--- src/rtl/sdram_burst_write_if.sv ---
// Engine-side bundle: SDRAM command/data outputs, controller handshake and write-FIFO port.
interface sdram_burst_write_if #(
    parameter int DATA_WIDTH = 16,
    parameter int BANK_WIDTH = 2,
    parameter int ROW_WIDTH  = 12,
    parameter int COL_WIDTH  = 8
);
    localparam int MASK_WIDTH = DATA_WIDTH / 8;

    logic [2:0]                                command;
    logic [ROW_WIDTH-1:0]                      address;
    logic [BANK_WIDTH-1:0]                     bank;
    logic [DATA_WIDTH-1:0]                     data_out;
    logic [MASK_WIDTH-1:0]                     data_mask;
    logic                                      idle;
    logic                                      enable;
    logic                                      auto_refresh;
    logic [BANK_WIDTH+ROW_WIDTH+COL_WIDTH-1:0] app_address;
    logic [2*DATA_WIDTH+2*MASK_WIDTH-1:0]      fifo_data;
    logic                                      fifo_read;
    logic                                      fifo_empty;

    modport master (
        output command, address, bank, data_out, data_mask, idle, fifo_read,
        input  enable, auto_refresh, app_address, fifo_data, fifo_empty
    );

    modport slave (
        input  command, address, bank, data_out, data_mask, idle, fifo_read,
        output enable, auto_refresh, app_address, fifo_data, fifo_empty
    );
endinterface

--- src/rtl/sdram_burst_write.sv ---
// Drains the write FIFO into one open row as gapless 2-beat WRITEs, then PRE; resumes after refresh.
// Registered outputs; FIFO is prefetched one word ahead, bursts end early on empty/refresh/row end.
module sdram_burst_write #(
    parameter int DATA_WIDTH = 16,
    parameter int BANK_WIDTH = 2,
    parameter int ROW_WIDTH  = 12,
    parameter int COL_WIDTH  = 8,
    parameter int MAX_WORDS  = 8,
    parameter bit MASK_EN    = 1'b1,
    parameter int T_RCD      = 2,
    parameter int T_WR       = 2,
    parameter int T_RP       = 2
) (
    input logic             clk,
    input logic             rst,
    sdram_burst_write_if.master bus
);
    localparam int MASK_WIDTH = DATA_WIDTH / 8;
    localparam int ADDR_WIDTH = BANK_WIDTH + ROW_WIDTH + COL_WIDTH;
    localparam int CNT_WIDTH  = $clog2(MAX_WORDS + 1);
    localparam int DLY_MAX    = (T_RCD > T_WR) ? ((T_RCD > T_RP) ? T_RCD : T_RP)
                                               : ((T_WR > T_RP) ? T_WR : T_RP);
    localparam int DLY_WIDTH  = (DLY_MAX < 2) ? 1 : $clog2(DLY_MAX + 1);

    localparam logic [2:0] CMD_NOP       = 3'b111;
    localparam logic [2:0] CMD_ACTIVE    = 3'b011;
    localparam logic [2:0] CMD_WRITE     = 3'b100;
    localparam logic [2:0] CMD_PRECHARGE = 3'b010;

    typedef enum logic [2:0] {
        S_IDLE, S_ACTIVE, S_WR_HI, S_WR_LO, S_PRECHARGE, S_NEXT, S_REFRESH_WAIT
    } state_t;

    state_t                state;
    logic [DLY_WIDTH-1:0]  delay;
    logic [ADDR_WIDTH-1:0] wr_addr;
    logic [CNT_WIDTH-1:0]  word_cnt;
    logic                  last;
    logic [DATA_WIDTH-1:0] lo_data;
    logic [MASK_WIDTH-1:0] lo_mask;

    logic [BANK_WIDTH-1:0] wr_bank;
    logic [ROW_WIDTH-1:0]  wr_row;
    logic [COL_WIDTH-1:0]  wr_col;
    logic                  col_wrap;
    logic                  burst_end;
    logic [DATA_WIDTH-1:0] f_data_lo;
    logic [DATA_WIDTH-1:0] f_data_hi;
    logic [MASK_WIDTH-1:0] f_mask_lo;
    logic [MASK_WIDTH-1:0] f_mask_hi;

    assign wr_bank = wr_addr[ADDR_WIDTH-1 -: BANK_WIDTH];
    assign wr_row  = wr_addr[COL_WIDTH +: ROW_WIDTH];
    assign wr_col  = wr_addr[COL_WIDTH-1:0];

    // col+2 overflows the row exactly when every column bit above bit 0 is set
    assign col_wrap  = &wr_col[COL_WIDTH-1:1];
    assign burst_end = (word_cnt == CNT_WIDTH'(MAX_WORDS - 1)) | col_wrap
                     | bus.fifo_empty | bus.auto_refresh;

    assign f_data_lo = bus.fifo_data[DATA_WIDTH-1:0];
    assign f_data_hi = bus.fifo_data[2*DATA_WIDTH-1:DATA_WIDTH];
    assign f_mask_lo = MASK_EN ? bus.fifo_data[2*DATA_WIDTH +: MASK_WIDTH] : '0;
    assign f_mask_hi = MASK_EN ? bus.fifo_data[2*DATA_WIDTH+MASK_WIDTH +: MASK_WIDTH] : '0;

    assign bus.idle = (delay == '0) && ((state == S_IDLE) || (state == S_REFRESH_WAIT));

    always_ff @(posedge clk) begin
        if (rst) begin
            state         <= S_IDLE;
            delay         <= '0;
            wr_addr       <= '0;
            word_cnt      <= '0;
            last          <= 1'b0;
            lo_data       <= '0;
            lo_mask       <= '0;
            bus.command   <= CMD_NOP;
            bus.address   <= '0;
            bus.bank      <= '0;
            bus.data_out  <= '0;
            bus.data_mask <= '0;
            bus.fifo_read <= 1'b0;
        end else begin
            bus.command   <= CMD_NOP;
            bus.data_out  <= '0;
            bus.data_mask <= '0;
            bus.fifo_read <= 1'b0;
            if (delay != '0) begin
                delay <= delay - 1'b1;
            end else begin
                case (state)
                    S_IDLE: begin
                        if (bus.enable && !bus.fifo_empty) begin
                            wr_addr <= bus.app_address;
                            state   <= S_ACTIVE;
                        end
                    end
                    S_ACTIVE: begin
                        bus.command   <= CMD_ACTIVE;
                        bus.bank      <= wr_bank;
                        bus.address   <= wr_row;
                        bus.fifo_read <= 1'b1;
                        word_cnt      <= '0;
                        delay         <= DLY_WIDTH'(T_RCD);
                        state         <= S_WR_HI;
                    end
                    S_WR_HI: begin
                        bus.command   <= CMD_WRITE;
                        bus.address   <= ROW_WIDTH'(wr_col);
                        bus.data_out  <= f_data_hi;
                        bus.data_mask <= f_mask_hi;
                        // low half is captured now so the prefetch pop cannot disturb it
                        lo_data       <= f_data_lo;
                        lo_mask       <= f_mask_lo;
                        last          <= burst_end;
                        bus.fifo_read <= !burst_end;
                        state         <= S_WR_LO;
                    end
                    S_WR_LO: begin
                        bus.data_out  <= lo_data;
                        bus.data_mask <= lo_mask;
                        wr_addr       <= wr_addr + ADDR_WIDTH'(2);
                        word_cnt      <= word_cnt + 1'b1;
                        if (last) begin
                            delay <= DLY_WIDTH'(T_WR);
                            state <= S_PRECHARGE;
                        end else begin
                            state <= S_WR_HI;
                        end
                    end
                    S_PRECHARGE: begin
                        // bank still holds the open row's bank; wr_addr may already point past it
                        bus.command <= CMD_PRECHARGE;
                        bus.address <= '0;
                        delay       <= DLY_WIDTH'(T_RP - 1);
                        state       <= S_NEXT;
                    end
                    S_NEXT: begin
                        if (bus.fifo_empty)        state <= S_IDLE;
                        else if (bus.auto_refresh) state <= S_REFRESH_WAIT;
                        else                       state <= S_ACTIVE;
                    end
                    S_REFRESH_WAIT: begin
                        if (bus.fifo_empty)         state <= S_IDLE;
                        else if (!bus.auto_refresh) state <= S_ACTIVE;
                    end
                    default: state <= S_IDLE;
                endcase
            end
        end
    end
endmodule

--- src/flat_wrapper.sv ---
// flat-port wrapper written by rule: the top's interface ports become plain ports
module sdram_burst_write_flat 
#(
    parameter int DATA_WIDTH = 16,
    parameter int BANK_WIDTH = 2,
    parameter int ROW_WIDTH  = 12,
    parameter int COL_WIDTH  = 8,
    parameter int MAX_WORDS  = 8,
    parameter bit MASK_EN    = 1'b1,
    parameter int T_RCD      = 2,
    parameter int T_WR       = 2,
    parameter int T_RP       = 2
)
  (clk, rst, bus_command, bus_address, bus_bank, bus_data_out, bus_data_mask, bus_idle, bus_fifo_read, bus_enable, bus_auto_refresh, bus_app_address, bus_fifo_data, bus_fifo_empty);
  sdram_burst_write_if #(.DATA_WIDTH(DATA_WIDTH), .BANK_WIDTH(BANK_WIDTH), .ROW_WIDTH(ROW_WIDTH), .COL_WIDTH(COL_WIDTH)) bus_i ();
  input logic clk;
  input logic rst;
  output wire logic [$bits(bus_i.command)-1:0] bus_command;
  output wire logic [$bits(bus_i.address)-1:0] bus_address;
  output wire logic [$bits(bus_i.bank)-1:0] bus_bank;
  output wire logic [$bits(bus_i.data_out)-1:0] bus_data_out;
  output wire logic [$bits(bus_i.data_mask)-1:0] bus_data_mask;
  output wire logic [$bits(bus_i.idle)-1:0] bus_idle;
  output wire logic [$bits(bus_i.fifo_read)-1:0] bus_fifo_read;
  input wire logic [$bits(bus_i.enable)-1:0] bus_enable;
  input wire logic [$bits(bus_i.auto_refresh)-1:0] bus_auto_refresh;
  input wire logic [$bits(bus_i.app_address)-1:0] bus_app_address;
  input wire logic [$bits(bus_i.fifo_data)-1:0] bus_fifo_data;
  input wire logic [$bits(bus_i.fifo_empty)-1:0] bus_fifo_empty;
  assign bus_command = bus_i.command;
  assign bus_address = bus_i.address;
  assign bus_bank = bus_i.bank;
  assign bus_data_out = bus_i.data_out;
  assign bus_data_mask = bus_i.data_mask;
  assign bus_idle = bus_i.idle;
  assign bus_fifo_read = bus_i.fifo_read;
  assign bus_i.enable = bus_enable;
  assign bus_i.auto_refresh = bus_auto_refresh;
  assign bus_i.app_address = bus_app_address;
  assign bus_i.fifo_data = bus_fifo_data;
  assign bus_i.fifo_empty = bus_fifo_empty;
  sdram_burst_write #(.DATA_WIDTH(DATA_WIDTH), .BANK_WIDTH(BANK_WIDTH), .ROW_WIDTH(ROW_WIDTH), .COL_WIDTH(COL_WIDTH), .MAX_WORDS(MAX_WORDS), .MASK_EN(MASK_EN), .T_RCD(T_RCD), .T_WR(T_WR), .T_RP(T_RP)) u_core (.clk(clk), .rst(rst), .bus(bus_i));
endmodule
--- config.mk ---
export PLATFORM = sky130hd
export DESIGN_NAME = sdram_burst_write_flat
export DESIGN_NICKNAME = d
export VERILOG_FILES = /design/src/rtl/sdram_burst_write_if.sv /design/src/rtl/sdram_burst_write.sv /design/src/flat_wrapper.sv
export SDC_FILE = /design/constraint.sdc
export NUM_CORES = 1
export LEC_CHECK = 0
export BUFFER_PORTS_ARGS = -buffer_cell sky130_fd_sc_hd__clkbuf_2
export CAP_MARGIN = 20
export CORE_MARGIN = 5
export CORE_UTILIZATION = 57
export CTS_CLUSTER_DIAMETER = 40
export DETAILED_ROUTE_END_ITERATION = 12
export GPL_ROUTABILITY_DRIVEN = 0
export GPL_TIMING_DRIVEN = 0
export PLACE_DENSITY = 0.85
export SYNTH_ARGS = -nofsm -noshare
export SYNTH_HDL_FRONTEND = slang
export SYNTH_SLANG_ARGS = --single-unit
export TNS_END_PERCENT = 1
--- constraint.sdc ---
create_clock -name clk -period 5.7 [get_ports clk]
set_input_delay 0.855 -clock clk [delete_from_list [all_inputs] [get_ports clk]]
set_output_delay 0.855 -clock clk [all_outputs]
set_load 0.02 [all_outputs]
### After elaboration in Yosys (flattened, before gate mapping)

Cells that the tools add are included.

* bits in registers: 86
* input port bits: 63
* output and inout bits: 37
* word-level logic and storage cells: 69

* add/sub/neg operators: 3
* eq/ne operators: 10
* multiplexer cells: 18
* bitwise logic cells: 4
* reduce and logical (&&, ||, !) cells: 21

Operators with widths (count)
* $pmux 22 s2: 1
* $pmux 12 s3: 1
* $pmux 16 s2: 1
* $add 22x2->22 const B: 1
* $mux 22: 1
* $pmux 3 s7: 1
* $mux 3: 6
* $reduce_and 2->1: 5
* $eq 3x3->1 const B: 3
* $pmux 3 s3: 1
* $pmux 4 s2: 1
* $reduce_and 7->1: 1
* $eq 3x2->1 const B: 2
* $pmux 2 s3: 1
* $reduce_and 3->1: 2
* $reduce_bool 2->1: 3
* $add 4x1->4 const B: 1
* $eq 4x3->1 const B: 1
* $mux 2: 2
* $pmux 2 s2: 1
* $reduce_bool 4->1: 1
* $eq 3x1->1 const B: 1
* $logic_not 3->1: 1
* $ne 3x1->1 const B: 1
* 12 further kinds: 16

### Longest topological paths before layout

Gate-level depths: netlist of the first run.

* depth in word-level cells: 6
* gate-level depth with buffers: 7
* mapped depth without buffers: 6

### Worst setup path before layout of the first run

Ideal clock, no wire load.

* path type: input to register
* from: in bus_fifo_empty
* to: reg u_core.wr_addr[20]
* library setup time: 74 ps
* data arrival time: 2293 ps
* required time: 5626 ps
* slack: 3332 ps
* cell stages on the path: 5
* path buffers: 0
* path through: nand2b_1 -> nor4_2 -> nor2_1 -> or4_1 -> a31oi_1

* cells in the longest elaborated chain, start to end: 4

Ends and longest elaborated chain
* start: declaration: RTL line flat_wrapper.sv:29 `input wire logic [$bits(bus_i.fifo_empty)-1:0] bus_fifo_empty;`
* $logic_not 1->1: RTL line sdram_burst_write.sv:93 `if (bus.enable && !bus.fifo_empty) begin`
* $logic_and 1x1->1: RTL line sdram_burst_write.sv:93
* $ne 2x2->1 (no line)
* $reduce_and 3->1 (no line)
* end signal: assignment: RTL line sdram_burst_write.sv:94 `wr_addr <= bus.app_address;`
* end signal: assignment: RTL line sdram_burst_write.sv:122 `wr_addr <= wr_addr + ADDR_WIDTH'(2);`
* end: declaration: RTL line sdram_burst_write.sv:36 `logic [ADDR_WIDTH-1:0] wr_addr;`

Every way passes these cells.
A chain may end at the register's enable or synchronous reset.

### Worst setup path after layout of the first run

Same ends and word-level chain as after synthesis.

==> reports/qor.csv, run 1 <==
metric,value,unit
outcome,"complete, no violations",
fin_crit,2.719,ns
relSlewSlack,0.3596,
cts_sinks,86,
required,5.99,ns
vias,4073,
multi_input_area,0.001978,sq mm
routed_wl,11.22,mm
p_leak,1.869,nW
cts_buffer_depth,2,
comb_power_share,0.216,
drtIter0Drc,490,
dieArea,0.008540,sq mm
drive_gt1_frac,0.2167,
ys.flop_type,dfxtp_1,
finalMaxSlewViolations,0,
clockRootBuffer,clkbuf_8,
grt_pass1_vias,3816,
hold_class,reg -> reg,
area_growth,21.11,%
worst_pin_slew,0.9527,ns
htree_levels,3,
maxCapViolations,0,
initial_core_util,0.5762,
postCtsSetupRepairBufs,0,
clkTransAtPathRegs,0.09,ns
fp.dieW,92.41,um
avgSynthCellArea,8.202,sq um
ir_worst_vdd,0.1574,mV
seqPwrFrac,0.460,
synth.distinct_cells,48,
final_common_cell,clkbuf_2,
std_cell_rows,30,
grt_pass1_wl,18.37,mm
crit_chain,"clkbuf_2, nand2b_1, nor4_2, nor2_1, or4_1, a31oi_1",
ys_ff_latch,86,
power,1.506,mW
port_buffers,98,
fillCellCount,538,
ys_seq_area_frac,0.4447,
diodes,0,
ant_nets,0,
grt_max_degree,17,
timing.setup.tns,0,ns
cpMaxStageDelayCell,nor4_2,
rsz0062_at_grt,false,
cpPeakStageDelay,0.73,ns
arrival,3.01,ns
p_per_area,321.2,mW/mm^2
nets,646,
clk_latency,0.36,ns
cts-hold-fix-buffers,0,
cts_tree,yes,
seq_area,0.001722,sq mm
syn_inst,472,
syn_area,0.003871,sq mm
hpwl,8.078,mm
routedWlPerCell,16.85,um
fin_crit_sh,0.4771,
path_max_fanout,8,
overflow,0,
p_sw,0.4847,mW
synth_edf_count,0,
finClkSkew,0.008106,ns
cts_buffers,9,
drtPass1Iterations,5,
core_region_area,0.006719,sq mm
antenna_found_initial,0,
fmax,0.3677,GHz
critPathKind,in -> reg,
synth.net_count,537,
sw_frac_of_total,0.3219,
grt.total_usage,0.2673,
async_flop_share,0,
clkPwrFrac,0.324,
hold_viol_final,0,
die_h,92.41,um
critical_path.startpoint_type,input port,
critPathCaptureType,flop,
final_cell_mix,"98 x clkbuf_2, 86 x dfxtp_1, 68 x nand2_1",
cts_resized,0,
drcViolationCount,0,
viasPerCell,6.116,
ys_warn_count,0,
io_pins,100,
p_int,1.021,mW
setup_viol_count_final,0,
-- registers in the layout, indices dropped and copies added (netlist names) --
register              cells
u_core.lo_mask            2
u_core.bus.fifo_read      1
u_core.bus.address       12
u_core.delay              2
u_core.bus.data_mask      2
u_core.lo_data           16
u_core.state              3
u_core.word_cnt           4
u_core.wr_addr           22
u_core.bus.command        3
u_core.bus.bank           2
u_core.last               1
u_core.bus.data_out      16
-- worst max-delay path: cells and delay by family --
kind / cells / cell delay [ns]
simple gates: 4 / 1.84
buf+inv: 1 / 0.13
compound gates: 1 / 0.17
-- path summary, 6_finish.rpt --
check / end / slack [ns] / from / cells after the start
setup / recovery: u_core.wr_addr[20] / 2.98 / bus_fifo_empty / 6
hold / removal: u_core.lo_data[0] / 0.46 / u_core.lo_data[0] / 2
setup reg to reg: u_core.wr_addr[20] / 3.07 / u_core.state[2] / 5
hold reg to reg: u_core.lo_data[0] / 0.46 / u_core.lo_data[0] / 2
-- metrics by stage --
step	hold WS, ns	area, sq um	utilization	worst slack, ns	instances
after global placement	0.4435	4462	0.6641	2.757	650
final	0.4623	4688	0.6978	2.981	666
after floorplan	0.4366	3871	-	3.332	472
after global routing	0.4870	4688	0.6978	2.858	666
after CTS	0.4633	4688	0.6978	3.042	666
after detailed placement	0.4496	4462	0.6641	2.699	650
-- Yosys cell counts (3+ instances only) --
master    number  share of area
dfxtp_1       86           0.44
nand2_1       68          0.066
a21oi_1       44          0.057
nor2_1        43          0.042
clkbuf_1      29          0.028
a22o_1        27          0.061
o21ai_0       23          0.030
a22oi_1       14          0.027
nand3_1       14          0.018
a211oi_1      11          0.021
nor3_1        10          0.013
mux2i_1        9          0.023
nand4_1        9          0.015
and3_1         7          0.011
buf_1          7         0.0068
a31oi_1        5         0.0081
inv_1          5         0.0048
and2_1         4         0.0065
nand3b_1       4         0.0078
nor4_1         4         0.0065
o22ai_1        4         0.0065
or2_2          4         0.0065
a221oi_1       3         0.0068
o31ai_1        3         0.0058
or3_1          3         0.0048
-- cells by family (layout without fill, tap and decap cells) --
| family | after synthesis | in the layout | synth area share |
|---|---|---|---|
| simple gates | 185 | 185 | 0.2304 |
| compound gates | 143 | 143 | 0.2434 |
| flops | 86 | 86 | 0.4447 |
| buf+inv | 44 | 158 | 0.04428 |
| mux | 10 | 10 | 0.02618 |
| fa+ha+maj | 2 | 2 | 0.006463 |
| xor+xnor | 2 | 2 | 0.004526 |
-- routing by layer --
metal	part of all wire	global-route usage	up-vias
li1	-	-	1937
met5	0	0	-
met2	0.47	0.4338	230
met3	0.11	0.06661	25
met1	0.40	0.3418	1881
met4	0.017	0.1027	0
-- power groups by stage --
stage	Clock [mW]	Combinational [mW]	Sequential [mW]
final	0.488	0.325	0.692
after global routing	0.520	0.359	0.699
after CTS	0.491	0.322	0.691
after detailed placement	0	0.319	0.705
after global placement	0	0.310	0.702
after floorplan	0	0.190	0.725
-- layout make-up --
type,count,area share
multi-input combinational,342,0.4219
sequential,86,0.3672
timing repair buffer,98,0.1046
buffer,39,0.03256
clock buffer,9,0.02642
clock inverter,7,0.02188
tap,80,0.02135
inverter,5,0.004003
Note: power is estimated with default switching activity, not from simulation.
==> run 2, diff against run 1 <==
Settings changed: CORE_UTILIZATION 57 to 53, PLACE_DENSITY 0.85 to 0.8.
Clock period 5.7 ns to 2.56 ns, I/O delays scaled along.
==> run 2 against run 1 <==
Worst setup slack worse by 2.9 ns. Critical path depth stayed put. Final cell count increased by 2.9%. Non-clock buffer count unchanged. Clock-buffer cell count is 1 higher. Largest cell class unchanged.
==> reports/qor.csv, run 2 (synthesis gave the netlist of run 1 again) <==
metric,value,unit,change
fin_crit_sh,0.9606,,
fmax,0.4067,GHz,
hold_class,in -> reg,,
grt_pass1_vias,3547,,-7.0%
routed_wl,10.97,mm,-2.3%
worst_slack,0.1010,ns,-2.880 ns
cts_buffer_depth,2,,unchanged
fin_crit,2.459,ns,
grt.total_usage,0.2366,,-0.03067
timing.setup.tns,0,ns,unchanged
port_buffers,98,,unchanged
htree_levels,3,,unchanged
p_int,2.209,mW,+120%
setup_viol_count_final,0,,unchanged
cts_sinks,86,,unchanged
routedWlPerCell,16.01,um,-5.0%
antenna_found_initial,0,,unchanged
final_cell_mix,"98 x clkbuf_2, 82 x dfxtp_1, 68 x nand2_1",,
hpwl,8.006,mm,-0.89%
critPathCaptureType,flop,,
grt_max_degree,17,,unchanged
critPathKind,reg -> reg,,
clkPwrFrac,0.309,,-0.015
cpMaxStageDelayCell,or4b_4,,
endpoint,u_core.wr_addr[20],,
initial_core_util,0.5395,,-0.03667
ant_nets,0,,unchanged
final_common_cell,clkbuf_2,,
place_ws,0.04330,ns,-2.656 ns
largest_reg_flops,22,,unchanged
finalMaxSlewViolations,0,,unchanged
clockRootBuffer,clkbuf_8,,
crit_chain,"buf_2, nand4_1, or4_4, or4b_4, or4_1, a31oi_1",,
regMostFlops,u_core.wr_addr,,
rrSetupSlack,0.10,ns,-2.97 ns
cts_tree,yes,,
finClkSkew,0.009533,ns,+0.001427 ns
required,2.84,ns,-3.15 ns
overflow,0,,unchanged
arrival,2.74,ns,-0.27 ns
sw_frac_of_total,0.3295,,+0.007567
drcViolationCount,0,,unchanged
viasPerCell,5.844,,-4.4%
diodes,0,,unchanged
cts_buffers,9,,unchanged
seqPwrFrac,0.469,,+0.009
grt_pass1_wl,17.02,mm,-7.4%
drtPass1Iterations,5,,unchanged
p_leak,1.863,nW,-0.32%
core_region_area,0.007176,sq mm,+6.8%
dieArea,0.009114,sq mm,+6.7%
instances_no_fill,685,,+2.9%
rsz0062_at_grt,false,,
comb_power_share,0.223,,+0.007
vias,4003,,-1.7%
clk_latency,0.36,ns,about the same
io_pins,100,,unchanged
fillCellCount,607,,+13%
drtIter0Drc,492,,+0.41%
outcome,"complete, no violations",,
fp.dieW,95.47,um,+3.3%
p_sw,1.085,mW,+120%
r2r_cells,6,,+1
crit_start,u_core.wr_addr[10],,
std_cell_rows,31,,+3.3%
nets,646,,unchanged
worst_pin_slew,0.6745,ns,-0.2782 ns
clkTransAtPathRegs,0.09,ns,about the same
p_per_area,696.4,mW/mm^2,+120%
die_h,95.47,um,+3.3%
path_max_fanout,8,,unchanged
hold_viol_final,0,,unchanged
cpPeakStageDelay,0.59,ns,-0.14 ns
area_growth,22.20,%,
rr_startpoint,u_core.wr_addr[10],,
ir_worst_vdd,0.2731,mV,+74%
r2r-end,u_core.wr_addr[20],,
reg_top3,"u_core.wr_addr x22, u_core.bus.data_out x16, u_core.lo_data x16",,
relSlewSlack,0.5462,,+0.1866
drive_gt1_frac,0.2338,,+0.01706
post-place-cells,669,,+2.9%
critical_path.startpoint_type,flop,,
maxCapViolations,0,,unchanged
-- run 2: how the worst min path moves through the flow --
stage                              endpoint  cells after the start              start  slack, ns
finish              u_core.bus.data_out[13]                      2  bus_fifo_data[29]       0.23
global route         u_core.bus.data_out[0]                      2  bus_fifo_data[16]       0.23
CTS                 u_core.bus.data_out[13]                      2  bus_fifo_data[29]       0.22
detailed placement        u_core.lo_data[5]                      2  u_core.lo_data[5]       0.45
global placement          u_core.lo_data[3]                      2  u_core.lo_data[3]       0.44
floorplan                 u_core.lo_data[0]                      2  u_core.lo_data[0]       0.44
-- run 2: through the flow --
| step | power, mW | hold slack [ns] | util | cell area (sq um) |
|---|---|---|---|---|
| floorplan | 2.036 | 0.4366 | - | 3871 |
| global placement | 2.258 | 0.4426 | 0.6251 | 4486 |
| detailed placement | 2.282 | 0.4507 | 0.6251 | 4486 |
| CTS | 3.284 | 0.2225 | 0.6548 | 4698 |
| global route | 3.445 | 0.2289 | 0.6593 | 4731 |
| finish | 3.294 | 0.2284 | 0.6593 | 4731 |
-- run 2: critical path, delay by kind of cell (launching register included) --
kind	cells	cell delay (ns)
flip-flops	1	0.31
AND/OR/NAND/NOR	4	1.73
AO/OA/AOI/OAI	1	0.16
buffers and inverters	1	0.18
-- run 2: final cells by class --
cell class / instances / area (sq um) / share of cell area
multi-input combinational: 342 / 2003 / 0.4234
sequential: 86 / 1727 / 0.3650
timing repair buffer: 98 / 490.5 / 0.1037
buffer: 39 / 155.1 / 0.03280
clock buffer: 10 / 137.6 / 0.02909
tap: 99 / 123.9 / 0.02618
clock inverter: 6 / 75.07 / 0.01587
inverter: 5 / 18.77 / 0.003967
-- run 2: what timing repair did --
action / CTS / global route
buffers inserted: 0 / 0
gates resized for setup: 0 / 12
endpoints found under the hold margin: 0 / 0
hold buffers: 0 / 0
setup endpoints to repair: 0 / 43
-- run 2: metal layers --
| metal | vias to the layer above | global-route usage | part of all wire |
|---|---|---|---|
| met1 | 1851 | 0.3338 | 0.43 |
| met2 | 195 | 0.3743 | 0.47 |
| met3 | 21 | 0.03788 | 0.088 |
| li1 | 1936 | - | - |
| met5 | - | 0 | 0 |
| met4 | 0 | 0.06635 | 0.016 |
-- run 2: power by group through the flow --
| stage | registers (mW) | logic (mW) | clock network [mW] |
|---|---|---|---|
| floorplan | 1.61 | 0.423 | 0 |
| CTS | 1.54 | 0.716 | 1.03 |
| finish | 1.54 | 0.733 | 1.02 |
| global route | 1.56 | 0.807 | 1.08 |
| global placement | 1.56 | 0.694 | 0 |
| detailed placement | 1.57 | 0.712 | 0 |
